--- src/rtl/fsm_enchimento_multicanal.sv ---
`default_nettype none
// ============================================================================
// Module      : fsm_enchimento_multicanal
// Description : Multi-channel fill-valve controller. One Moore FSM per
//               channel (IDLE / ENCHENDO / CHEIO / ERRO) with a debounced
//               level sensor, a per-channel fill timeout and abort on
//               withdrawal of cmd_iniciar. Answers the master sequencer's
//               cmd_iniciar / tarefa_concluida handshake.
// Ports       :
//   clk              in   system clock
//   reset            in   asynchronous, active-high reset
//   cmd_iniciar      in   master request, held high for the whole fill cycle
//   canal_habilitado in   channel enable mask, latched at cycle start
//   sensor_nivel     in   raw level sensors, 1 = full
//   valvula_ativa    out  valve drive per channel
//   tarefa_concluida out  every latched channel is full or in error
//   erro_timeout     out  OR of the per-channel error flags
//   canal_erro       out  per-channel timeout flag
// Revision    : 1.0 - initial multi-channel release
// ============================================================================
module fsm_enchimento_multicanal #(
  parameter int N_CANAIS        = 4,
  parameter int DEBOUNCE_CICLOS = 16,
  parameter int TIMEOUT_CICLOS  = 50000000
) (
  input  logic                clk,
  input  logic                reset,
  input  logic                cmd_iniciar,
  input  logic [N_CANAIS-1:0] canal_habilitado,
  input  logic [N_CANAIS-1:0] sensor_nivel,
  output logic [N_CANAIS-1:0] valvula_ativa,
  output logic                tarefa_concluida,
  output logic                erro_timeout,
  output logic [N_CANAIS-1:0] canal_erro
);

  localparam int C_DEB_W = $clog2(DEBOUNCE_CICLOS);
  localparam int C_TMO_W = $clog2(TIMEOUT_CICLOS);

  localparam logic [C_DEB_W-1:0] C_DEB_LAST = C_DEB_W'(DEBOUNCE_CICLOS - 1);
  localparam logic [C_DEB_W-1:0] C_DEB_MAX  = '1;
  localparam logic [C_TMO_W-1:0] C_TMO_LAST = C_TMO_W'(TIMEOUT_CICLOS - 1);
  localparam logic [C_TMO_W-1:0] C_TMO_MAX  = '1;

  typedef enum logic [1:0] {
    IDLE     = 2'd0,
    ENCHENDO = 2'd1,
    CHEIO    = 2'd2,
    ERRO     = 2'd3
  } estado_t;

  // Per-channel state decodes, gathered for the shared logic below.
  logic [N_CANAIS-1:0] ocioso;
  logic [N_CANAIS-1:0] enchendo;
  logic [N_CANAIS-1:0] em_erro;
  logic [N_CANAIS-1:0] concluido;

  // --------------------------------------------------------------------------
  // Mask latch: captured on the first edge with cmd_iniciar=1 while every
  // channel is idle, released when cmd_iniciar drops.
  // --------------------------------------------------------------------------
  logic                mask_valid_q, mask_valid_d;
  logic [N_CANAIS-1:0] mask_q, mask_d;
  logic [N_CANAIS-1:0] mascara_efetiva;

  always_comb begin
    mask_valid_d = mask_valid_q;
    mask_d       = mask_q;
    if (!cmd_iniciar) begin
      mask_valid_d = 1'b0;
      mask_d       = '0;
    end else if (!mask_valid_q && (&ocioso)) begin
      mask_valid_d = 1'b1;
      mask_d       = canal_habilitado;
    end
  end

  // On the latching edge the channels must already see the incoming mask so
  // the valve opens one clk after the cmd rise; afterwards only the latched
  // copy counts, so mask changes mid-cycle are ignored.
  always_comb begin
    mascara_efetiva = '0;
    if (mask_valid_q) begin
      mascara_efetiva = mask_q;
    end else if (&ocioso) begin
      mascara_efetiva = canal_habilitado;
    end
  end

  always_ff @(posedge clk or posedge reset) begin
    if (reset) begin
      mask_valid_q <= 1'b0;
      mask_q       <= '0;
    end else begin
      mask_valid_q <= mask_valid_d;
      mask_q       <= mask_d;
    end
  end

  // --------------------------------------------------------------------------
  // Channel FSMs
  // --------------------------------------------------------------------------
  for (genvar i = 0; i < N_CANAIS; i++) begin : g_canal
    estado_t              estado_q, estado_d;
    logic [C_DEB_W-1:0]   deb_q, deb_d;
    logic [C_TMO_W-1:0]   tmo_q, tmo_d;

    always_ff @(posedge clk or posedge reset) begin
      if (reset) begin
        estado_q <= IDLE;
        deb_q    <= '0;
        tmo_q    <= '0;
      end else begin
        estado_q <= estado_d;
        deb_q    <= deb_d;
        tmo_q    <= tmo_d;
      end
    end

    always_comb begin
      estado_d = estado_q;
      deb_d    = deb_q;
      tmo_d    = tmo_q;
      case (estado_q)
        IDLE: begin
          deb_d = '0;
          tmo_d = '0;
          if (cmd_iniciar && mascara_efetiva[i]) begin
            estado_d = ENCHENDO;
          end
        end
        ENCHENDO: begin
          if (!cmd_iniciar) begin
            // Abort outranks both full and timeout.
            estado_d = IDLE;
            deb_d    = '0;
            tmo_d    = '0;
          end else begin
            if (sensor_nivel[i]) begin
              if (deb_q != C_DEB_MAX) begin
                deb_d = deb_q + 1'b1;
              end
            end else begin
              deb_d = '0;
            end
            if (tmo_q != C_TMO_MAX) begin
              tmo_d = tmo_q + 1'b1;
            end
            // Full is tested first so it wins a same-edge tie with timeout.
            if (sensor_nivel[i] && (deb_q == C_DEB_LAST)) begin
              estado_d = CHEIO;
            end else if (tmo_q == C_TMO_LAST) begin
              estado_d = ERRO;
            end
          end
        end
        CHEIO, ERRO: begin
          if (!cmd_iniciar) begin
            estado_d = IDLE;
            deb_d    = '0;
            tmo_d    = '0;
          end
        end
        default: begin
          estado_d = IDLE;
        end
      endcase
    end

    assign ocioso[i]    = (estado_q == IDLE);
    assign enchendo[i]  = (estado_q == ENCHENDO);
    assign em_erro[i]   = (estado_q == ERRO);
    assign concluido[i] = (estado_q == CHEIO) || (estado_q == ERRO);
  end

  // --------------------------------------------------------------------------
  // Registered outputs (one clk behind the state)
  // --------------------------------------------------------------------------
  logic [N_CANAIS-1:0] valvula_ativa_q, valvula_ativa_d;
  logic [N_CANAIS-1:0] canal_erro_q, canal_erro_d;
  logic                erro_timeout_q, erro_timeout_d;
  logic                tarefa_concluida_q, tarefa_concluida_d;

  always_comb begin
    valvula_ativa_d    = enchendo;
    canal_erro_d       = em_erro;
    erro_timeout_d     = |em_erro;
    // Channels outside the latched mask count as done, so an all-zero mask
    // completes as soon as it is latched.
    tarefa_concluida_d = cmd_iniciar && mask_valid_q && (&(concluido | ~mask_q));
  end

  always_ff @(posedge clk or posedge reset) begin
    if (reset) begin
      valvula_ativa_q    <= '0;
      canal_erro_q       <= '0;
      erro_timeout_q     <= 1'b0;
      tarefa_concluida_q <= 1'b0;
    end else begin
      valvula_ativa_q    <= valvula_ativa_d;
      canal_erro_q       <= canal_erro_d;
      erro_timeout_q     <= erro_timeout_d;
      tarefa_concluida_q <= tarefa_concluida_d;
    end
  end

  assign valvula_ativa    = valvula_ativa_q;
  assign canal_erro       = canal_erro_q;
  assign erro_timeout     = erro_timeout_q;
  assign tarefa_concluida = tarefa_concluida_q;

endmodule
`default_nettype wire

--- config.mk ---
export PLATFORM = sky130hd
export DESIGN_NAME = fsm_enchimento_multicanal
export DESIGN_NICKNAME = d
export VERILOG_FILES = /design/src/rtl/fsm_enchimento_multicanal.sv
export SDC_FILE = /design/constraint.sdc
export NUM_CORES = 1
export LEC_CHECK = 0
export ABC_CLOCK_PERIOD_IN_PS = 5600
export CORE_AREA = 2 2 126 220
export CTS_CLUSTER_DIAMETER = 40
export DETAILED_ROUTE_END_ITERATION = 16
export DIE_AREA = 0 0 128 222
export MAX_ROUTING_LAYER = met4
export PLACE_DENSITY_LB_ADDON = 0.1
export SYNTH_ARGS = -nofsm -noshare
export SYNTH_HDL_FRONTEND = slang
export SYNTH_SLANG_ARGS = --single-unit
--- constraint.sdc ---
create_clock -name clk -period 5.6 [get_ports clk]
set_input_delay 0.84 -clock clk [delete_from_list [all_inputs] [get_ports clk]]
set_output_delay 0.84 -clock clk [all_outputs]
set_load 0.005 [all_outputs]
; Yosys cells after proc, flatten, opt, wreduce, memory -nomap -nowiden
; Cells that the tools add are included.
[totals]
in_bits = 11
wordCells = 173
reg_bits = 143
out_inout_bits = 10
[classes]
n_addsub = 8
n_reduce_logical = 39
eq_ne = 49
bitwise = 2
n_mux = 57
[ops]
columns = op, count
row1 = 26-bit case mux with 3 select lines, 4
row2 = 26-bit 2-to-1 mux, 9
row3 = "26-bit by 1-bit adder with 26-bit output, second input constant", 4
row4 = "26-bit equality test, second input constant", 4
row5 = "26-bit != test, second input constant", 4
row6 = 4-bit 2-to-1 mux, 17
row7 = 4-bit case mux with 3 select lines, 4
row8 = 2-bit 2-to-1 mux, 17
row9 = 2-bit case mux with 3 select lines, 4
row10 = "4-bit by 1-bit adder with 4-bit output, second input constant", 4
row11 = "2-bit equality test, second input constant", 8
row12 = "4-bit equality test, second input constant", 4
row13 = "4-bit by 2-bit != test with 1-bit output, second input constant", 4
row14 = "4-bit by 3-bit != test with 1-bit output, second input constant", 4
row15 = "4-bit != test, second input constant", 4
row16 = 2-bit AND reduction, 8
row17 = "3-bit by 2-bit != test with 1-bit output, second input constant", 4
row18 = 3-bit AND reduction, 4
row19 = 1-bit logical AND, 11
row20 = "2-bit by 1-bit != test with 1-bit output, second input constant", 5
row21 = "2-bit by 1-bit equality test with 1-bit output, second input constant", 4
row22 = 2-bit zero test, 4
row23 = "2-bit != test, second input constant", 4
row24 = 4-bit AND reduction, 2
row25 = other kinds (7), 14

; Logic depth before layout (Yosys ltp)
; Gate-level depths: netlist of the first run.
[logic_depth]
depth_word = 7
ltp_mapped = 8
depth_no_buf = 7

; Worst setup path before layout of the first run
; No wires, ideal clock.
[synth_timing]
kind = input-to-reg
from = input cmd_iniciar
to = register g_canal[3].tmo_q[22]
cell_stages = 6
n_path_buf = 1
arrival_ps = 2175
setup_time_ps = 66
setup_slack_ps = 3359
required_time_ps = 5534
cell_sequence = clkbuf_1 nand2_1 nand4_1 a21o_1 or4_1 nand2_1
[synth_via]
elab_chain_cells = 2
elab_cells_between_ends = 5
classes_between = eq/ne (2) / mux (2) / reduce/logical (1)
[synth_rtl]
columns = element, line_no
row1 = from (decl), 28  ; input logic cmd_iniciar,
row2 = 26-bit 2-to-1 mux (tied with other cells), 133  ; if (!cmd_iniciar) begin
row3 = 26-bit case mux with 3 select lines / 2-bit AND reduction (equally long branches), -
row4 = to (signal assigned), 116  ; tmo_q <= tmo_d;
row5 = to (decl), 106  ; logic [C_TMO_W-1:0] tmo_q, tmo_d;
; Parallel ways exist; a longest one is shown, timed or not.
; A chain may end at the register's enable or synchronous reset.

; Final worst setup path of the first run
[layout_timing]
from = input cmd_iniciar
to = register g_canal[1].tmo_q[25]
[layout_via]
elab_chain_cells = 2
elab_cells_between_ends = 5
classes_between = eq/ne (2) / mux (2) / reduce/logical (1)
[layout_rtl]
columns = element, line_no
row1 = 26-bit 2-to-1 mux (tied with other cells), 133
row2 = 26-bit case mux with 3 select lines / 2-bit AND reduction (equally long branches), -
row3 = to (signal assigned), 116
row4 = to (decl), 106
; Parallel ways exist; a longest one is shown, timed or not.

==> impl_metrics.csv, run 1 <==
group,metric,value,unit
logic_synthesis,avgSynthCellArea,8.972,sq um
timing,fmax,346.7,MHz
routing,wirelength_met1,9.251,mm
setup_path,crit_required,5.90,ns
timing,fin_ws,2.715,ns
setup_path,critPathLaunchType,"input pin",
timing,fin_skew,0.007875,ns
routing,dr.pass1.iters,5,
clock_network,cts_tree,"done",
global_routing,grt_pass1_vias,6905,
logic_synthesis,synth_nets,899,
floorplanning,die_x,128,microns
pwr,leakage,3.493,nW
global_routing,grt_overflow,0,
routing,via_per_inst,5.509,
pwr,power_density,298.7,mW/mm^2
place,dpl_worst_slack,2.218,ns
flow_run,maxCapViolations,0,
timing,finalCritPeriodShare,51.51,%
logic_synthesis,synth_seq_area_share,45.32,%
logic_synthesis,synth_area_leaders,"dfrtp_1, o21ai_0, nand2_1, nand4_1, nand3_1",
cells_and_area,antenna_cells,0,
setup_path,critPathCapture,"g_canal[1].tmo_q[25]",
clock_network,htree_num_levels,4,
setup_path,crit_type,"input pin to flip-flop",
timing,slew_violations,0,
timing,grt_setup_unrepaired,"false",
global_routing,grt_pass1_wl,36.52,mm
routing,postRouteAntennaNets,0,
cells_and_area,multi_input_area,0.004055,sq mm
cells_and_area,drive_gt1_share,6.355,%
clock_network,clk_pin_slew_worst_paths,0.06,ns
clock_network,cts-buffers-inserted,17,
global_routing,grt_usage,16.54,%
routing,drt-initial-drc-count,385,
setup_path,rr_startpoint,"g_canal[3].tmo_q[1]",
timing,holdWs,0.5100,ns
status,outcome,"complete, no violations",
setup_path,crit_chain,"clkdlybuf4s50_1 -> buf_4 -> and2_1 -> nand4_1 -> and4b_1 -> xnor2_1 -> nor2_1",
setup_path,arrival,3.18,ns
setup_path,crit_buf_inv,2,
setup_path,cp_max_fo,28,
timing,timing.slew.headroom,37.21,%
setup_path,slowest_stage,"and2_1",
clock_network,postCtsSetupBuffers,0,
logic_synthesis,synth_flop_cell,"dfrtp_1",
routing,drc,0,
logic_synthesis,synth_top_area_share,45.32,%
timing,finalCriticalPeriod,2.885,ns
setup_path,end_kind,"flip-flop",
clock_network,cts_hold_buf,0,
floorplanning,initial_core_util,29.80,%
floorplanning,die_area,0.02842,sq mm
min_path,hold_class,"flip-flop to flip-flop",
routing,wl_met3,485,microns
setup_path,startpoint,"cmd_iniciar",
setup_path,worstReg2RegEnd,"g_canal[3].tmo_q[11]",
logic_synthesis,synth_cells,880,
clock_network,cts_num_sinks,143,
floorplanning,rows,79,
cells_and_area,filler_cell_count,2789,
place,io_buffers,20,
setup_path,cpPeakStageDelay,0.54,ns
logic_synthesis,ys_seq_elements,143,
routing,wl_met2,11.21,mm
timing,fin_setup_tns,0,ns
clock_network,worstSkewPairLatency,0.44,ns
floorplanning,coreArea,0.02649,sq mm
floorplanning,num_io_pins,21,
clock_network,cts_root_buf,"clkbuf_16",
logic_synthesis,ys_types,65,
setup_path,ff2ff_setup_slack,3.02,ns
setup_path,path_delay_family,"simple AND/OR/NAND/NOR gates",
logic_synthesis,syn_area,0.007895,sq mm
logic_synthesis,yosysTopAreaCell,"dfrtp_1",
cells_and_area,area_delta_synth_final,12.69,%
timing,worst-slew-pin-transition,0.9346,ns
clock_network,cts_resized,0,
floorplanning,die_y,222,microns
cells_and_area,stdcell_count,1221,
clock_network,cts_max_path_buffers,2,
routing,wl_per_cell,17.50,microns
setup_path,cp_num_cells,7,
global_routing,antenna_found_initial,0,
timing,setup_violations,0,
cells_and_area,nets,903,
place,dp_cells,1189,
routing,detail_route.wirelength,21.37,mm
logic_synthesis,synth_warnings,0,
cells_and_area,regArea,0.003578,sq mm
global_routing,grt_max_degree,87,
pwr,peakVddDrop,235.7,uV
routing,vias,6726,
setup_path,reg2regPathDepth,7,
logic_synthesis,ys_async_sr_fraction,100.0,%
place,routabilityCongestion,0.7770,
timing,hold_viol_final,0,
logic_synthesis,synth_edf_count,0,
routing,maxUsedRoutingLayer,"met4",
place,hpwlAfterDp,14.56,mm
## kinds of logic after synthesis
logic type | synth area share [%]
simple gates | 28.65
compound gates | 17.99
flops | 45.32
buf+inv | 3.312
xor+xnor | 2.662
fa+ha+maj | 1.268
mux | 0.7924
## tightest hold or removal path, cell delays in order (launching register included)
cell and delay (ns):
dfrtp_1 0.36, nand2_1 0.05, o21ai_0 0.06
## worst min path at each step
stage,start,endpoint,slack (ns),depth (start not counted)
floorplan,g_canal[1].tmo_q[10],g_canal[1].tmo_q[10],0.46,1
global placement,g_canal[3].deb_q[1],g_canal[3].deb_q[1],0.49,2
detailed placement,g_canal[3].deb_q[1],g_canal[3].deb_q[1],0.50,2
CTS,g_canal[3].deb_q[1],g_canal[3].deb_q[1],0.51,2
global route,g_canal[3].deb_q[1],g_canal[3].deb_q[1],0.54,2
finish,g_canal[3].deb_q[1],g_canal[3].deb_q[1],0.51,2
## cell usage in the layout, fill, tap and decap left out, drive strengths merged, types with 6 or more instances in the layout
master,Yosys,routed
inv,19,19
or3,10,10
o211ai,11,11
buf,16,6
dfrtp,143,143
a31oi,31,31
clkinv,0,8
and2,25,25
nand4,54,54
xnor2,13,13
nor4,19,19
ha,8,8
nor2,69,69
o21ai,76,76
or4,8,8
nor3,23,23
o31ai,21,21
nor2b,12,12
and3,14,14
clkbuf,25,21
a21oi,47,47
o311ai,11,11
xor2,11,11
nand2,92,92
clkdlybuf4s50,0,20
and4,16,16
nand3,55,55
## state kept, by name, summed over array words and instances (netlist names)
name              cells
g_canal.tmo_q       104
g_canal.deb_q        16
g_canal.estado_q      8
canal_erro            4
mask_q                4
valvula_ativa         4
erro_timeout          1
mask_valid_q          1
tarefa_concluida      1
## area by class of cell
cell class	count	area share (%)
sequential	143	40.22
timing repair buffer	26	2.756
tap	324	4.556
inverter	19	0.8578
clock buffer	21	5.288
clock inverter	11	0.7453
multi-input combinational	677	45.58
## metrics by stage
step | total power, mW | utilization [%] | area (sq um)
after floorplan | 1.471 | - | 7895
after global placement | 1.626 | 31.56 | 8361
after detailed placement | 1.624 | 31.56 | 8361
after CTS | 2.714 | 33.59 | 8897
after global routing | 2.812 | 33.59 | 8897
final | 2.658 | 33.59 | 8897
## layer usage
layer	vias up	track usage (%)
li1	3303	-
met1	3318	19.26
met2	84	28.31
met3	21	3.306
met4	0	5.459
met5	-	-
## Yosys cell counts (all sizes together), types with 8 or more instances
library cell / n
a21oi: 47
a31oi: 31
and2: 25
and3: 14
and4: 16
buf: 16
clkbuf: 25
dfrtp: 143
ha: 8
inv: 19
nand2: 92
nand3: 55
nand4: 54
nor2: 69
nor2b: 12
nor3: 23
nor4: 19
o211ai: 11
o21ai: 76
o311ai: 11
o31ai: 21
or3: 10
or4: 8
xnor2: 13
xor2: 11
## power by group
| group | switching (mW) | internal [mW] | leakage, nW |
|---|---|---|---|
| Clock | 0.468 | 0.595 | 0.264 |
| Sequential | 0.0636 | 1.09 | 1.99 |
| Combinational | 0.278 | 0.162 | 1.24 |
Power figures use the tool's default switching activity.
==> run 2, diff against run 1 <==
--- a/config.mk
+++ b/config.mk
@@ -5,7 +5,7 @@
 export SDC_FILE = /design/constraint.sdc
 export NUM_CORES = 1
 export LEC_CHECK = 0
-export ABC_CLOCK_PERIOD_IN_PS = 5600
+export ABC_CLOCK_PERIOD_IN_PS = 2700
 export CORE_AREA = 2 2 126 220
 export CTS_CLUSTER_DIAMETER = 40
 export DETAILED_ROUTE_END_ITERATION = 16
==> constraint.sdc (replaced) <==
create_clock -name clk -period 2.7 [get_ports clk]
set_input_delay 0.405 -clock clk [delete_from_list [all_inputs] [get_ports clk]]
set_output_delay 0.405 -clock clk [all_outputs]
set_load 0.005 [all_outputs]
==> run 2 against run 1 <==
Non-clock buffer count rose by 25. Design area rose by 3.8%. Sequential power rose by 110%. Setup slack got worse by 2.3 ns. Wire length rose by 0.56%. Die area did not move. Critical path type is now flip-flop to flip-flop. Largest power group is now clock.
==> impl_metrics.csv, run 2 (synthesis gave the netlist of run 1 again) <==
group,metric,value,unit
setup_path,cpPeakStageDelay,0.60,ns
setup_path,crit_required,3.00,ns
floorplanning,die_x,128,microns
global_routing,grt_usage,16.59,%
timing,finalCriticalPeriod,2.313,ns
clock_network,clk_pin_slew_worst_paths,0.06,ns
setup_path,crit_buf_inv,0,
pwr,leakage,3.672,nW
timing,fmax,432.4,MHz
global_routing,grt_max_degree,47,
routing,wl_per_cell,17.24,microns
clock_network,postCtsSetupBuffers,0,
routing,detail_route.wirelength,21.48,mm
routing,vias,6734,
routing,drc,0,
timing,timing.slew.headroom,51.60,%
cells_and_area,drive_gt1_share,9.002,%
place,routabilityCongestion,0.7801,
setup_path,arrival,2.61,ns
global_routing,grt_pass1_vias,6894,
setup_path,cp_num_cells,6,
timing,finalCritPeriodShare,85.66,%
pwr,total_power,5.987,mW
floorplanning,num_io_pins,21,
clock_network,cts_hold_buf,0,
timing,hold_viol_final,0,
min_path,hold_class,"input pin to async pin",
routing,drt-initial-drc-count,346,
timing,fin_ws,0.3872,ns
flow_run,maxCapViolations,0,
floorplanning,initial_core_util,29.80,%
cells_and_area,antenna_cells,0,
cells_and_area,reg_top3,"g_canal.tmo_q: 104 flops, g_canal.deb_q: 16 flops, g_canal.estado_q: 8 flops",
setup_path,path_delay_family,"simple AND/OR/NAND/NOR gates",
global_routing,grt_overflow,0,
setup_path,end_kind,"flip-flop",
timing,fin_skew,0.006283,ns
pwr,peakVddDrop,461.7,uV
floorplanning,die_area,0.02842,sq mm
clock_network,cts_root_buf,"clkbuf_16",
cells_and_area,top_register,"g_canal.tmo_q",
timing,worst-slew-pin-transition,0.7234,ns
clock_network,cts_tree,"done",
place,dpl_worst_slack,0.3469,ns
cells_and_area,fin_util,34.86,%
global_routing,antenna_found_initial,0,
timing,grt_setup_unrepaired,"false",
cells_and_area,area_delta_synth_final,16.96,%
place,io_buffers,20,
global_routing,grt_pass1_wl,36.40,mm
clock_network,htree_num_levels,4,
setup_path,reg2regPathDepth,6,
status,outcome,"complete, no violations",
setup_path,cp_max_fo,8,
clock_network,worstSkewPairLatency,0.44,ns
cells_and_area,final_common_cell,"dfrtp_1",
floorplanning,coreArea,0.02649,sq mm
clock_network,cts_max_path_buffers,2,
timing,fin_setup_tns,0,ns
place,hpwlAfterDp,15.31,mm
setup_path,slowest_stage,"nor4_1",
setup_path,cpMostUsedCell,"nand4_1",
routing,postRouteAntennaNets,0,
timing,setup_violations,0,
cells_and_area,nets,928,
floorplanning,die_y,222,microns
setup_path,critPathLaunchType,"flip-flop",
cells_and_area,final_cell_mix,"dfrtp_1, nand2_1, o21ai_0, nor2_1, nand3_1",
setup_path,crit_chain,"nand4_1 -> nor4_1 -> nand4_1 -> nand4_1 -> xor2_1 -> nor2_1",
routing,via_per_inst,5.404,
routing,dr.pass1.iters,6,
clock_network,cts_num_sinks,143,
setup_path,crit_type,"flip-flop to flip-flop",
clock_network,cts_resized,0,
timing,slew_violations,0,
clock_network,cts-buffers-inserted,17,
floorplanning,rows,79,
pwr,power_density,648.3,mW/mm^2
cells_and_area,largest_reg_flops,104,
## run 2: cell count changes in the layout (fill, tap and decap cells not counted), sizes merged
cell	before	now
buf	6	31
clkinv	8	3
bufinv	0	4
clkbuf	21	19
inv	19	21
clkinvlp	3	4
## run 2: final cells by class
type / count / area, sq um
Clock buffer: 19 / 452.9
Clock inverter: 13 / 183.9
Fill cell: 2755 / 17260
Inverter: 19 / 75.07
Multi-Input combinational cell: 677 / 4055
Sequential cell: 143 / 3578
Tap cell: 324 / 405.4
Timing Repair Buffer: 51 / 483.0
## run 2: path summary, 6_finish.rpt
check                      slack (ns)                   end                  from
setup / recovery                 0.39  g_canal[1].tmo_q[13]  g_canal[1].tmo_q[13]
hold reg to reg                  0.51   g_canal[1].deb_q[3]   g_canal[1].deb_q[3]
min in group clk                 0.51   g_canal[1].deb_q[3]   g_canal[1].deb_q[3]
hold / removal                   0.38  g_canal[2].tmo_q[22]                 reset
max in group asynchronous        1.67   g_canal[3].tmo_q[3]                 reset
setup reg to reg                 0.39  g_canal[1].tmo_q[13]  g_canal[1].tmo_q[13]
## run 2: layer usage
layer / global-route usage (%) / routed length (microns) / part of all wire, %
met3: 3.330 / 464 / 2.2
met2: 28.86 / 11570 / 54
met4: 6.062 / 391 / 1.8
met5: - / 0 / 0
met1: 18.65 / 9055 / 42
## run 2: worst register-to-register path: cells and delay by family, from the launching register on
kind,cells,cell delay [ns]
xor+xnor,1,0.17
simple gates,5,1.57
flops,1,0.42
## run 2: per-stage QoR
step,cell area [sq um],hold WS (ns),std cells
3_5_place_dp,8597,0.4963,1214
5_1_grt,9234,0.4062,1246
6_report,9234,0.3753,1246
2_1_floorplan,7899,0.4627,880
4_1_cts,9234,0.3778,1246
3_3_place_gp,8597,0.4914,1214
## run 2: power by group
part / internal [mW] / switching (mW)
Sequential: 2.26 / 0.135
Combinational: 0.388 / 0.597
Clock: 1.60 / 1.01
Total: 4.25 / 1.74
